### config.mk
export PLATFORM = sky130hd
export DESIGN_NAME = sipo_frame_controller
export DESIGN_NICKNAME = d
export VERILOG_FILES = /design/src/rtl/sipo_ctrl_pkg.sv /design/src/rtl/sipo_shift_core.sv /design/src/rtl/sipo_frame_controller.sv
export SDC_FILE = /design/constraint.sdc
export NUM_CORES = 1
export LEC_CHECK = 0
export BUFFER_PORTS_ARGS = -buffer_cell sky130_fd_sc_hd__buf_2
export CAP_MARGIN = 5
export CORE_AREA = 2 2 100 83
export CTS_CLUSTER_DIAMETER = 120
export DETAILED_ROUTE_END_ITERATION = 7
export DIE_AREA = 0 0 102 85
export PLACE_DENSITY_LB_ADDON = 0.05
export SYNTH_ARGS = -nofsm -noshare
export SYNTH_HDL_FRONTEND = slang
export SYNTH_HIERARCHICAL = 1
export SYNTH_SLANG_ARGS = --single-unit
export TNS_END_PERCENT = 10
### constraint.sdc
create_clock -name Clk_In -period 3 [get_ports Clk_In]
set_input_delay 0.6 -clock Clk_In [delete_from_list [all_inputs] [get_ports Clk_In]]
set_output_delay 0.6 -clock Clk_In [all_outputs]
set_load 0.02 [all_outputs]
### src/rtl/sipo_ctrl_pkg.sv
// Shared state encoding for the SIPO frame controller and its bench monitors.
package sipo_ctrl_pkg;

   typedef enum logic {
      ST_IDLE  = 1'b0,
      ST_SHIFT = 1'b1
   } sipo_state_e;

endpackage

### src/rtl/sipo_shift_core.sv
// Shift path for one serial word, MSB first, with synchronous clear and shift enable.
module sipo_shift_core #(
   parameter int unsigned DATA_WIDTH = 32
) (
   input  logic                  Clk_In,
   input  logic                  Reset_N_In,
   input  logic                  Clear_In,
   input  logic                  Shift_En_In,
   input  logic                  Data_In,
   output logic [DATA_WIDTH-1:0] Word_Out
);

   // Only W-1 bits are stored; the final bit completes the word combinationally.
   logic [DATA_WIDTH-2:0] pending_q, pending_d;

   assign Word_Out = {pending_q, Data_In};

   always_comb begin
      pending_d = Clear_In ? '0 : pending_q;
      if (Shift_En_In) begin
         pending_d = Clear_In ? (DATA_WIDTH-1)'(Data_In) : Word_Out[DATA_WIDTH-2:0];
      end
   end

   always_ff @(posedge Clk_In or negedge Reset_N_In) begin
      if (!Reset_N_In) begin
         pending_q <= '0;
      end else begin
         pending_q <= pending_d;
      end
   end

endmodule

### src/rtl/sipo_frame_controller.sv
// Frames a serial bitstream into words and hands them to a consumer over valid/ready,
// holding one word and flagging overrun when a completed word cannot be stored.
module sipo_frame_controller
   import sipo_ctrl_pkg::*;
#(
   parameter int unsigned DATA_WIDTH = 32,
   parameter bit          CONTINUOUS = 1'b0,
   localparam int unsigned COUNT_W   = $clog2(DATA_WIDTH + 1)
) (
   input  logic                  Clk_In,
   input  logic                  Reset_N_In,
   input  logic                  Enable_In,
   input  logic                  Frame_Start_In,
   input  logic                  Serial_Valid_In,
   input  logic                  Serial_Data_In,
   input  logic                  Word_Ready_In,
   input  logic                  Clear_Overrun_In,
   output logic [DATA_WIDTH-1:0] Word_Data_Out,
   output logic                  Word_Valid_Out,
   output logic                  Busy_Out,
   output logic [COUNT_W-1:0]    Bit_Count_Out,
   output logic                  Overrun_Out
);

   localparam logic [COUNT_W-1:0] LAST_BIT = COUNT_W'(DATA_WIDTH - 1);

   sipo_state_e           state_q, state_d;
   logic [COUNT_W-1:0]    count_q, count_d;
   logic [DATA_WIDTH-1:0] hold_q;
   logic                  valid_q;
   logic                  overrun_q;
   logic [DATA_WIDTH-1:0] word;
   logic                  shift_clr;
   logic                  shift_en;
   logic                  complete;
   logic                  blocked;

   sipo_shift_core #(
      .DATA_WIDTH (DATA_WIDTH)
   ) u_shift_core (
      .Clk_In      (Clk_In),
      .Reset_N_In  (Reset_N_In),
      .Clear_In    (shift_clr),
      .Shift_En_In (shift_en),
      .Data_In     (Serial_Data_In),
      .Word_Out    (word)
   );

   always_comb begin
      state_d   = state_q;
      count_d   = count_q;
      shift_clr = 1'b0;
      shift_en  = 1'b0;
      complete  = 1'b0;
      if (!Enable_In) begin
         state_d   = ST_IDLE;
         count_d   = '0;
         shift_clr = 1'b1;
      end else if (Frame_Start_In) begin
         // A start restarts the word; a bit present this cycle becomes bit 0.
         state_d   = ST_SHIFT;
         shift_clr = 1'b1;
         shift_en  = Serial_Valid_In;
         count_d   = Serial_Valid_In ? COUNT_W'(1) : '0;
      end else if (state_q == ST_SHIFT && Serial_Valid_In) begin
         if (count_q == LAST_BIT) begin
            complete  = 1'b1;
            count_d   = '0;
            shift_clr = 1'b1;
            state_d   = CONTINUOUS ? ST_SHIFT : ST_IDLE;
         end else begin
            shift_en = 1'b1;
            count_d  = count_q + COUNT_W'(1);
         end
      end
   end

   // Holding register is occupied and not being drained this edge.
   assign blocked = valid_q && !Word_Ready_In;

   always_ff @(posedge Clk_In or negedge Reset_N_In) begin
      if (!Reset_N_In) begin
         state_q   <= ST_IDLE;
         count_q   <= '0;
         hold_q    <= '0;
         valid_q   <= 1'b0;
         overrun_q <= 1'b0;
      end else begin
         state_q <= state_d;
         count_q <= count_d;
         if (complete && !blocked) begin
            hold_q  <= word;
            valid_q <= 1'b1;
         end else if (valid_q && Word_Ready_In) begin
            valid_q <= 1'b0;
         end
         if (complete && blocked) begin
            overrun_q <= 1'b1;
         end else if (Clear_Overrun_In) begin
            overrun_q <= 1'b0;
         end
      end
   end

   assign Word_Data_Out  = hold_q;
   assign Word_Valid_Out = valid_q;
   assign Busy_Out       = (state_q == ST_SHIFT);
   assign Bit_Count_Out  = count_q;
   assign Overrun_Out    = overrun_q;

endmodule
# Word level (Yosys, flattened, before mapping)
# Cells that the tools add are included.
[classes]
n_addsub = 1
eq_ne = 3
n_mux = 26
n_reduce_logical = 11
[op_table]
columns = ["op", "n"]
rows = [
  ["$mux W31", 3],
  ["$mux W6", 4],
  ["$mux W1", 19],
  ["$add A6 B1 Y6 const B", 1],
  ["$eq A6 B5 Y1 const B", 1],
  ["$ne A3 B1 Y1 const B", 2],
  ["$reduce_bool A2 Y1", 3],
  ["$logic_and A1 B1 Y1", 5],
  ["$logic_not A1 Y1", 2],
  ["$reduce_and A2 Y1", 1],
]
[totals]
reg_bits = 72
input_bits = 8
output_inout_bits = 41
word_cells = 47

# Depth between registers and ports, before layout
# Gate-level depths: netlist of run 1.
[logic_depth]
depth_word = 7
ltp_mapped = 8
ltp_nobuf = 6

# Cells and area by module
# The synthesis of run 1 kept the hierarchy.
[modules_own_cells]
columns = ["module", "n_inst", "cells_each", "area_per_inst_um2", "seq_area_each_um2"]
rows = [
  ["sipo_frame_controller", 1, 122, 1705.4, 1026.0],
  ["sipo_shift_core", 1, 101, 1292.5, 775.7],
]

# Worst setup path before layout of run 1
# OpenSTA, ideal clock, no wires.
[synth_path]
path_type = "reg2reg"
start = "register count_q[0], in the netlist Bit_Count_Out[0]"
end = "register u_shift_core.pending_q[10]"
arrival_ps = 1821
path_slack_ps = 1048
path_stages_with_launch = 7
period_less_slack_ps = 1952
path_cell_list = "dfrtp_1 -> ha_1 -> nand2b_1 -> or2_2 -> o21ai_0 -> clkbuf_1 -> nor2_1"
[synth_between]
elab_chain_cells = 7
word_cells_on_any_way = 12
[synth_rtl]
columns = ["element", "line_no", "rtl"]
rows = [
  ["start: declaration", "sipo_frame_controller.sv:28", "logic [COUNT_W-1:0] count_q, count_d;"],
  ["start signal: assignment", "sipo_frame_controller.sv:90", "count_q <= count_d;"],
  ["$eq A6 B5 Y1 (*)", "sipo_frame_controller.sv:66", "if (count_q == LAST_BIT) begin"],
  ["$mux W1 (*)", "sipo_frame_controller.sv:66", ""],
  ["$mux W1 (*)", "sipo_frame_controller.sv:65", "end else if (state_q == ST_SHIFT && Serial_Valid_In) begin"],
  ["$mux W1 (*)", "sipo_frame_controller.sv:59", "end else if (Frame_Start_In) begin"],
  ["$mux W1 (*)", "sipo_frame_controller.sv:55", "if (!Enable_In) begin"],
  ["via shift_clr", "sipo_frame_controller.sv:33", "logic shift_clr;"],
  ["$mux W31", "sipo_shift_core.sv:21", "pending_d = Clear_In ? (DATA_WIDTH-1)'(Data_In) : Word_Out[DATA_WIDTH-2:0];"],
  ["$mux W31", "sipo_shift_core.sv:20", "if (Shift_En_In) begin"],
  ["end signal: assignment", "sipo_shift_core.sv:29", "pending_q <= pending_d;"],
  ["end: declaration", "sipo_shift_core.sv:14", "logic [DATA_WIDTH-2:0] pending_q, pending_d;"],
]
# Mark *: on every way through the listed nets, which the timed path passes. The rest lies on a longest branch.
# A chain may end at the register's enable or synchronous reset.

# Worst setup path in the final report of run 1
[layout_path]
start = "register count_q[0], in the netlist Bit_Count_Out[0]"
end = "register u_shift_core.pending_q[30]"
[layout_between]
word_cells_on_any_way = 12
[layout_lines]
columns = ["element", "line_no", "rtl"]
rows = [
  ["$eq A6 B5 Y1 (*)", "sipo_frame_controller.sv:66", ""],
  ["$mux W1 (*)", "sipo_frame_controller.sv:66", ""],
  ["$mux W1 (*)", "sipo_frame_controller.sv:65", ""],
  ["$mux W1 (*)", "sipo_frame_controller.sv:59", ""],
  ["$mux W1 (*)", "sipo_frame_controller.sv:55", ""],
  ["via shift_en", "sipo_frame_controller.sv:34", "logic shift_en;"],
  ["$mux W31 or $reduce_bool A2 Y1 (tied branches)", "n/a", ""],
]
# Marks and branches as above.

==> impl_metrics.csv, run 1 <==
group,metric,value,unit
global_routing,grt_max_degree,73,
die,fp-row-count,29,
timing,timing.final.crit_period,2.27,ns
global_routing,grt_pass1_vias,1736,
drt,drc,0,
die,coreArea,7690,µm²
global_routing,antenna_found_initial,0,
synth,synth_cell_types,32,
hold_path,hold_path.class,"in2async",
layout,layout_common_cells,"dfrtp_1, buf_2, nor2_1, mux2i_1, mux2_2",
synth,netlist_instances,223,
clock_network,cts_resized,0,
layout,multiInputGateArea,1070,µm²
timing,skew,0.00880,ns
setup_path,critical_path_arrival,2.49,ns
power_and_ir_drop,pwr-share-clk,46.7,%
run_status,outcome,"finished, final reports clean",
power_and_ir_drop,pwr_density_cell,556,nW/µm²
setup_path,cp-start-kind,"flip-flop",
setup_path,criticalPathCategory,"reg2reg",
layout,post-route-util,46.1,%
clock_network,clockBufferDepth,2,
power_and_ir_drop,p_total,1.97,mW
synth,synth_fp_nets,232,
placed_design,io_buffers,48,
setup_path,end_kind,"flip-flop",
timing,hold_slack,0.394,ns
power_and_ir_drop,seqPwrFrac,49.6,%
power_and_ir_drop,leakage,1.74,nW
synth,syn_area,3000,µm²
layout,drive_gt1_share,36.2,%
timing,maxSlewViolCount,0,
synth,avgSynthCellArea,13.4,µm²
setup_path,crit_fanout,23,
timing,finalHoldViolations,0,
die,initial_utilization,39.0,%
timing,setup_viol,0,
layout,nNetsFinal,283,
run,maxCapViolations,0,
die,die_y,85,µm
power_and_ir_drop,power.internal,1.55,mW
timing,min_period_over_period,75.8,%
clock_network,cts_tree,"built",
layout,design_area,3540,µm²
layout,antenna_cells,0,
die,ios,49,
global_routing,grt_use_total,13.3,%
synth,ys_seq_elements,72,
layout,fillCellCount,743,
synth,yosysSeqAreaShare,60.1,%
clock_network,clk_latency,0.34,ns
timing,fmax,440,MHz
power_and_ir_drop,power.net_switching,426,µW
clock_network,cts-root-buf,"clkbuf_8",
drt,via_per_inst,4.73,
clock_network,cts_made_buffers,9,
drt,drt-initial-drc-count,89,
setup_path,required,3.22,ns
layout,seqCellArea,1800,µm²
placed_design,finalWeightedCongestion,0.693,
power_and_ir_drop,combPwrFrac,3.7,%
clock_network,ctsHoldBuffers,0,
timing,slew_headroom,40.2,%
drt,antenna_left,0,
power_and_ir_drop,ir_worst_vdd,308,µV
timing,setup-tns-final,0,ns
drt,drt-total-wl,5.34,mm
die,die_w,102,µm
die,die_area,8670,µm²
timing,rsz0062_at_grt,"false",
drt,firstDrtPassIters,6,
placed_design,post-dp-hpwl,3.34,mm
timing,worst_slew_pin_slew,0.897,ns
clock_network,path_clk_slew,0.08,ns
layout,final_common_cell,"dfrtp_1",
global_routing,grt_pass1_wl,8.89,mm
synth,ys_warn_count,6,
clock_network,h-tree-depth,3,
power_and_ir_drop,switching_share,21.6,%
drt,wl_per_cell,13.8,µm
global_routing,grt-ovfl-total,0,
layout,area_growth,18.2,%
drt,vias,1831,
setup_path,rr_worst_depth,7,
placed_design,dpl_cell_area,3300,µm²
clock_network,cts_sinks,72,
clock_network,post-cts-setup-buffer-count,0,
-- Yosys cell counts --
master | number | area, µm²
nand3_2 | 1 | 10.0
a22o_1 | 1 | 8.76
nor2_1 | 33 | 124
and3_1 | 2 | 12.5
mux2_1 | 4 | 45.0
mux2_2 | 28 | 315
dfrtp_1 | 72 | 1800
or3_1 | 2 | 12.5
buf_2 | 1 | 5.00
clkbuf_1 | 2 | 7.51
nor2b_1 | 1 | 6.26
nand2b_1 | 2 | 12.5
buf_12 | 3 | 60.1
or2_2 | 1 | 6.26
buf_4 | 2 | 15.0
a21oi_1 | 4 | 20.0
inv_1 | 2 | 7.51
nand4b_1 | 1 | 8.76
xor2_1 | 1 | 8.76
o211ai_1 | 1 | 7.51
or4_1 | 1 | 7.51
a31oi_1 | 3 | 18.8
o21ai_0 | 8 | 40.0
mux2i_1 | 30 | 300
ha_1 | 1 | 12.5
nand3b_1 | 1 | 7.51
nand2_1 | 6 | 22.5
o32ai_1 | 1 | 8.76
nor4b_4 | 1 | 23.8
nand4_1 | 1 | 6.26
nand3_1 | 2 | 10.0
buf_6 | 4 | 45.0
-- power by group through the flow --
stage	sequential (mW)	combinational, mW	clock, mW
after floorplan	0.998	0.0438	0
after global placement	0.996	0.0768	0
after detailed placement	0.996	0.0761	0
after CTS	0.977	0.0764	0.955
after global routing	0.978	0.0827	1.00
final	0.977	0.0734	0.921
-- stage by stage --
stage / setup slack, ns / cells
after floorplan: 1.05 / 223
after global placement: 0.801 / 371
after detailed placement: 0.739 / 371
after CTS: 0.704 / 387
after global routing: 0.529 / 387
final: 0.727 / 387
-- per-layer routing --
| layer | global-route usage [%] | part of all wire (%) |
|---|---|---|
| met1 | 19.6 | 49 |
| met2 | 17.8 | 45 |
| met3 | 5.11 | 5.3 |
| met4 | 4.73 | 0.99 |
| met5 | 0 | 0 |
-- worst paths after layout --
| kind | start | end | slack [ns] |
|---|---|---|---|
| worst max-delay path | Bit_Count_Out[0] | u_shift_core/pending_q[30] | 0.73 |
| max in group asynchronous | Reset_N_In | u_shift_core/pending_q[21] | 2.04 |
| min in group Clk_In | Clear_Overrun_In | Overrun_Out | 0.44 |
| worst min register to register | Word_Data_Out[2] | Word_Data_Out[2] | 0.48 |
| worst max register to register | Bit_Count_Out[0] | u_shift_core/pending_q[30] | 0.73 |
| worst min-delay path | Reset_N_In | Bit_Count_Out[4] | 0.39 |
-- critical path: stages (launching register included) --
cell and delay, ns:
dfrtp_1 0.45, ha_1 0.25, nand2b_1 0.22, o21ai_0 0.23, a21oi_4 0.47, buf_12 0.26
mux2i_1 0.21, nor2_1 0.05
-- cell type report --
| class | count | share of cell area, % |
|---|---|---|
| inverters | 2 | 0.212 |
| clock buffers | 9 | 3.49 |
| well taps | 108 | 3.81 |
| clock inverters | 7 | 3.39 |
| repair buffers | 52 | 8.05 |
| flip-flops and latches | 72 | 50.8 |
| multi-input cells | 137 | 30.2 |
-- registers in the layout (all words and copies together), names as in the netlist --
name	cells
u_shift_core/pending_q	31
Busy_Out	1
Word_Data_Out	32
Overrun_Out	1
Word_Valid_Out	1
Bit_Count_Out	6
-- cells by family (layout without fill, tap and decap cells) --
family                   after synthesis  count (layout)  synth area share, %
XOR/XNOR                               1               1                0.292
AO/OA/AOI/OAI                         18              18                 3.46
multiplexers                          62              62                 22.0
AND/OR/NAND/NOR                       55              55                 9.02
buffers and inverters                 14              70                 4.67
adder cells (fa/ha/maj)                1               1                0.417
flip-flops                            72              72                 60.1
Note: power is estimated with default switching activity, not from simulation.
==> run 2: changes to the inputs <==
--- a/config.mk
+++ b/config.mk
@@ -5,12 +5,13 @@
 export SDC_FILE = /design/constraint.sdc
 export NUM_CORES = 1
 export LEC_CHECK = 0
+export ABC_AREA = 1
 export BUFFER_PORTS_ARGS = -buffer_cell sky130_fd_sc_hd__buf_2
 export CAP_MARGIN = 5
-export CORE_AREA = 2 2 100 83
+export CORE_AREA = 2 2 103 85
 export CTS_CLUSTER_DIAMETER = 120
 export DETAILED_ROUTE_END_ITERATION = 7
-export DIE_AREA = 0 0 102 85
+export DIE_AREA = 0 0 105 87
 export PLACE_DENSITY_LB_ADDON = 0.05
 export SYNTH_ARGS = -nofsm -noshare
 export SYNTH_HDL_FRONTEND = slang
==> constraint.sdc (replaced) <==
create_clock -name Clk_In -period 2.05 [get_ports Clk_In]
set_input_delay 0.41 -clock Clk_In [delete_from_list [all_inputs] [get_ports Clk_In]]
set_output_delay 0.41 -clock Clk_In [all_outputs]
set_load 0.02 [all_outputs]
==> impl_metrics.csv, run 2 <==
group,metric,value,unit
power_and_ir_drop,power.internal,2.14,mW
placed_design,dpl_cell_area,3470,µm²
layout,nNetsFinal,412,
drt,vias,2467,
synth,avgSynthCellArea,8.93,µm²
power_and_ir_drop,combPwrFrac,4.7,%
synth,synth_fp_nets,363,
global_routing,antenna_found_initial,0,
drt,antenna_left,0,
timing,hold_slack,0.0790,ns
die,fp-row-count,30,
timing,skew,0.00375,ns
setup_path,criticalPathCategory,"reg2reg",
layout,design_area,3690,µm²
layout,drive_gt1_share,21.6,%
global_routing,grt_pass1_wl,11.6,mm
timing,slew_headroom,73.8,%
synth,synth_top_area_share,57.0,%
timing,min_period_over_period,88.4,%
die,initial_utilization,38.6,%
global_routing,grt_pass1_vias,2408,
placed_design,io_buffers,48,
layout,antenna_cells,0,
clock_network,cts_resized,0,
clock_network,post-cts-setup-buffer-count,0,
clock_network,cts-root-buf,"clkbuf_8",
setup_path,r2r_slack,0.24,ns
clock_network,h-tree-depth,3,
synth,ys_warn_count,6,
synth,syn_area,3160,µm²
power_and_ir_drop,seqPwrFrac,51.4,%
clock_network,clockBufferDepth,2,
synth,synthTopCellsByCount,"nand2_1, dfrtp_1, nand3_1",
timing,worst_slew_pin_slew,0.393,ns
synth,synth.largest_area_cell,"dfrtp_1",
die,die_w,105,µm
timing,setup-tns-final,0,ns
timing,setup_viol,0,
power_and_ir_drop,p_total,2.78,mW
timing,rsz0062_at_grt,"false",
layout,largest_reg_flops,32,
drt,drc,0,
setup_path,required,2.33,ns
setup_path,slowest_delay,0.43,ns
drt,via_per_inst,4.74,
placed_design,post-dp-hpwl,4.41,mm
clock_network,path_clk_slew,0.07,ns
synth,async_reset_ff_share,100,%
timing,timing.final.crit_period,1.81,ns
placed_design,dp_slack,0.261,ns
timing,fin_ws,0.237,ns
global_routing,grt-ovfl-total,0,
synth,ys_seq_elements,72,
power_and_ir_drop,ir_worst_vdd,581,µV
synth,synth_top_flop_cell,"dfrtp_1",
power_and_ir_drop,pwr_density_cell,755,nW/µm²
synth,netlist_instances,354,
layout,final_common_cell,"nand2_1",
clock_network,cts_sinks,72,
run,maxCapViolations,0,
global_routing,grt_use_total,16.1,%
global_routing,grt_max_degree,73,
timing,fmax,552,MHz
synth,synth_edf_count,0,
power_and_ir_drop,leakage,2.16,nW
setup_path,path_cells,"ha_1, nand3_2, o21ai_0, a21boi_2, buf_4, nand3_1, nand2_1",
setup_path,crit_fanout,31,
run_status,outcome,"finished, final reports clean",
clock_network,cts_tree,"built",
timing,finalHoldViolations,0,
clock_network,clk_latency,0.34,ns
power_and_ir_drop,switching_share,23.0,%
power_and_ir_drop,pwr-share-clk,44.0,%
setup_path,cp-start-kind,"flip-flop",
placed_design,finalWeightedCongestion,0.704,
layout,area_growth,16.6,%
synth,yosys-top-cells-area,"dfrtp_1, nand2_1, nand4_1",
layout,layout_common_cells,"nand2_1, dfrtp_1, buf_2, nand3_1, nand4_1",
setup_path,end_kind,"flip-flop",
clock_network,ctsHoldBuffers,0,
drt,firstDrtPassIters,5,
setup_path,critPathSlowestCell,"dfrtp_1",
hold_path,hold_path.class,"in2async",
die,ios,49,
die,die_area,9140,µm²
drt,drt-total-wl,6.80,mm
die,die_y,87,µm
drt,wl_per_cell,13.1,µm
drt,drt-initial-drc-count,135,
power_and_ir_drop,power.net_switching,639,µW
synth,synth_cell_types,24,
synth,yosysSeqAreaShare,57.0,%
synth,yosysMostFrequentCell,"nand2_1",
die,coreArea,8180,µm²
timing,maxSlewViolCount,0,
setup_path,critical_path_arrival,2.09,ns
clock_network,cts_made_buffers,9,
-- run 2: path summary, 6_finish.rpt --
path / startpoint / end / depth (start not counted)
worst max-delay path: Bit_Count_Out[0] / u_shift_core/pending_q[22] / 7
worst min-delay path: Reset_N_In / Bit_Count_Out[1] / 2
worst max register to register: Bit_Count_Out[0] / u_shift_core/pending_q[22] / 7
worst min register to register: Word_Data_Out[20] / Word_Data_Out[20] / 2
max in group asynchronous: Reset_N_In / Word_Data_Out[29] / 2
min in group Clk_In: Clear_Overrun_In / Overrun_Out / 2
-- run 2: final cells by class --
type / instances / area [µm²]
Fill cell: 859 / 4500
Sequential cell: 72 / 1800
Multi-Input combinational cell: 247 / 1130
Timing Repair Buffer: 60 / 343
Tap cell: 112 / 140
Clock buffer: 9 / 124
Clock inverter: 7 / 95.1
Inverter: 13 / 48.8
-- run 2: kinds of logic (layout without fill, tap and decap cells) --
kind of cell | Yosys count | in the layout | share of synthesized area [%]
flops | 72 | 72 | 57.0
xor+xnor | 1 | 1 | 0.277
compound gates | 5 | 5 | 0.989
simple gates | 240 | 240 | 34.1
buf+inv | 35 | 89 | 7.24
fa+ha+maj | 1 | 1 | 0.396
-- run 2: power groups by stage --
stage / Clock [mW] / Sequential, mW / Combinational (mW)
after CTS: 1.28 / 1.43 / 0.135
after floorplan: 0 / 1.46 / 0.0748
after global routing: 1.34 / 1.43 / 0.150
after global placement: 0 / 1.46 / 0.135
after detailed placement: 0 / 1.46 / 0.135
final: 1.22 / 1.43 / 0.130
-- run 2: per-layer routing --
layer | up-vias | global-route usage, % | share of wire (%)
li1 | 1249 | - | -
met1 | 1165 | 21.1 | 49
met2 | 51 | 25.6 | 46
met3 | 2 | 5.46 | 4.6
met4 | 0 | 5.09 | 0.46
met5 | - | 0 | 0
-- run 2: metrics by stage --
| stage | cells | util [%] |
|---|---|---|
| floorplan | 354 | - |
| global placement | 504 | 42.4 |
| detailed placement | 504 | 42.4 |
| CTS | 520 | 45.1 |
| global route | 520 | 45.1 |
| finish | 520 | 45.1 |
-- run 2: worst max-delay path, delay by kind of cell, from the launching register on --
family                     cells  cell delay [ns]
AOI/OAI and AO/OA              2             0.32
adders and majority gates      1             0.27
buffers and inverters          1             0.36
DFF                            1             0.43
and+or+nand+nor                3             0.37
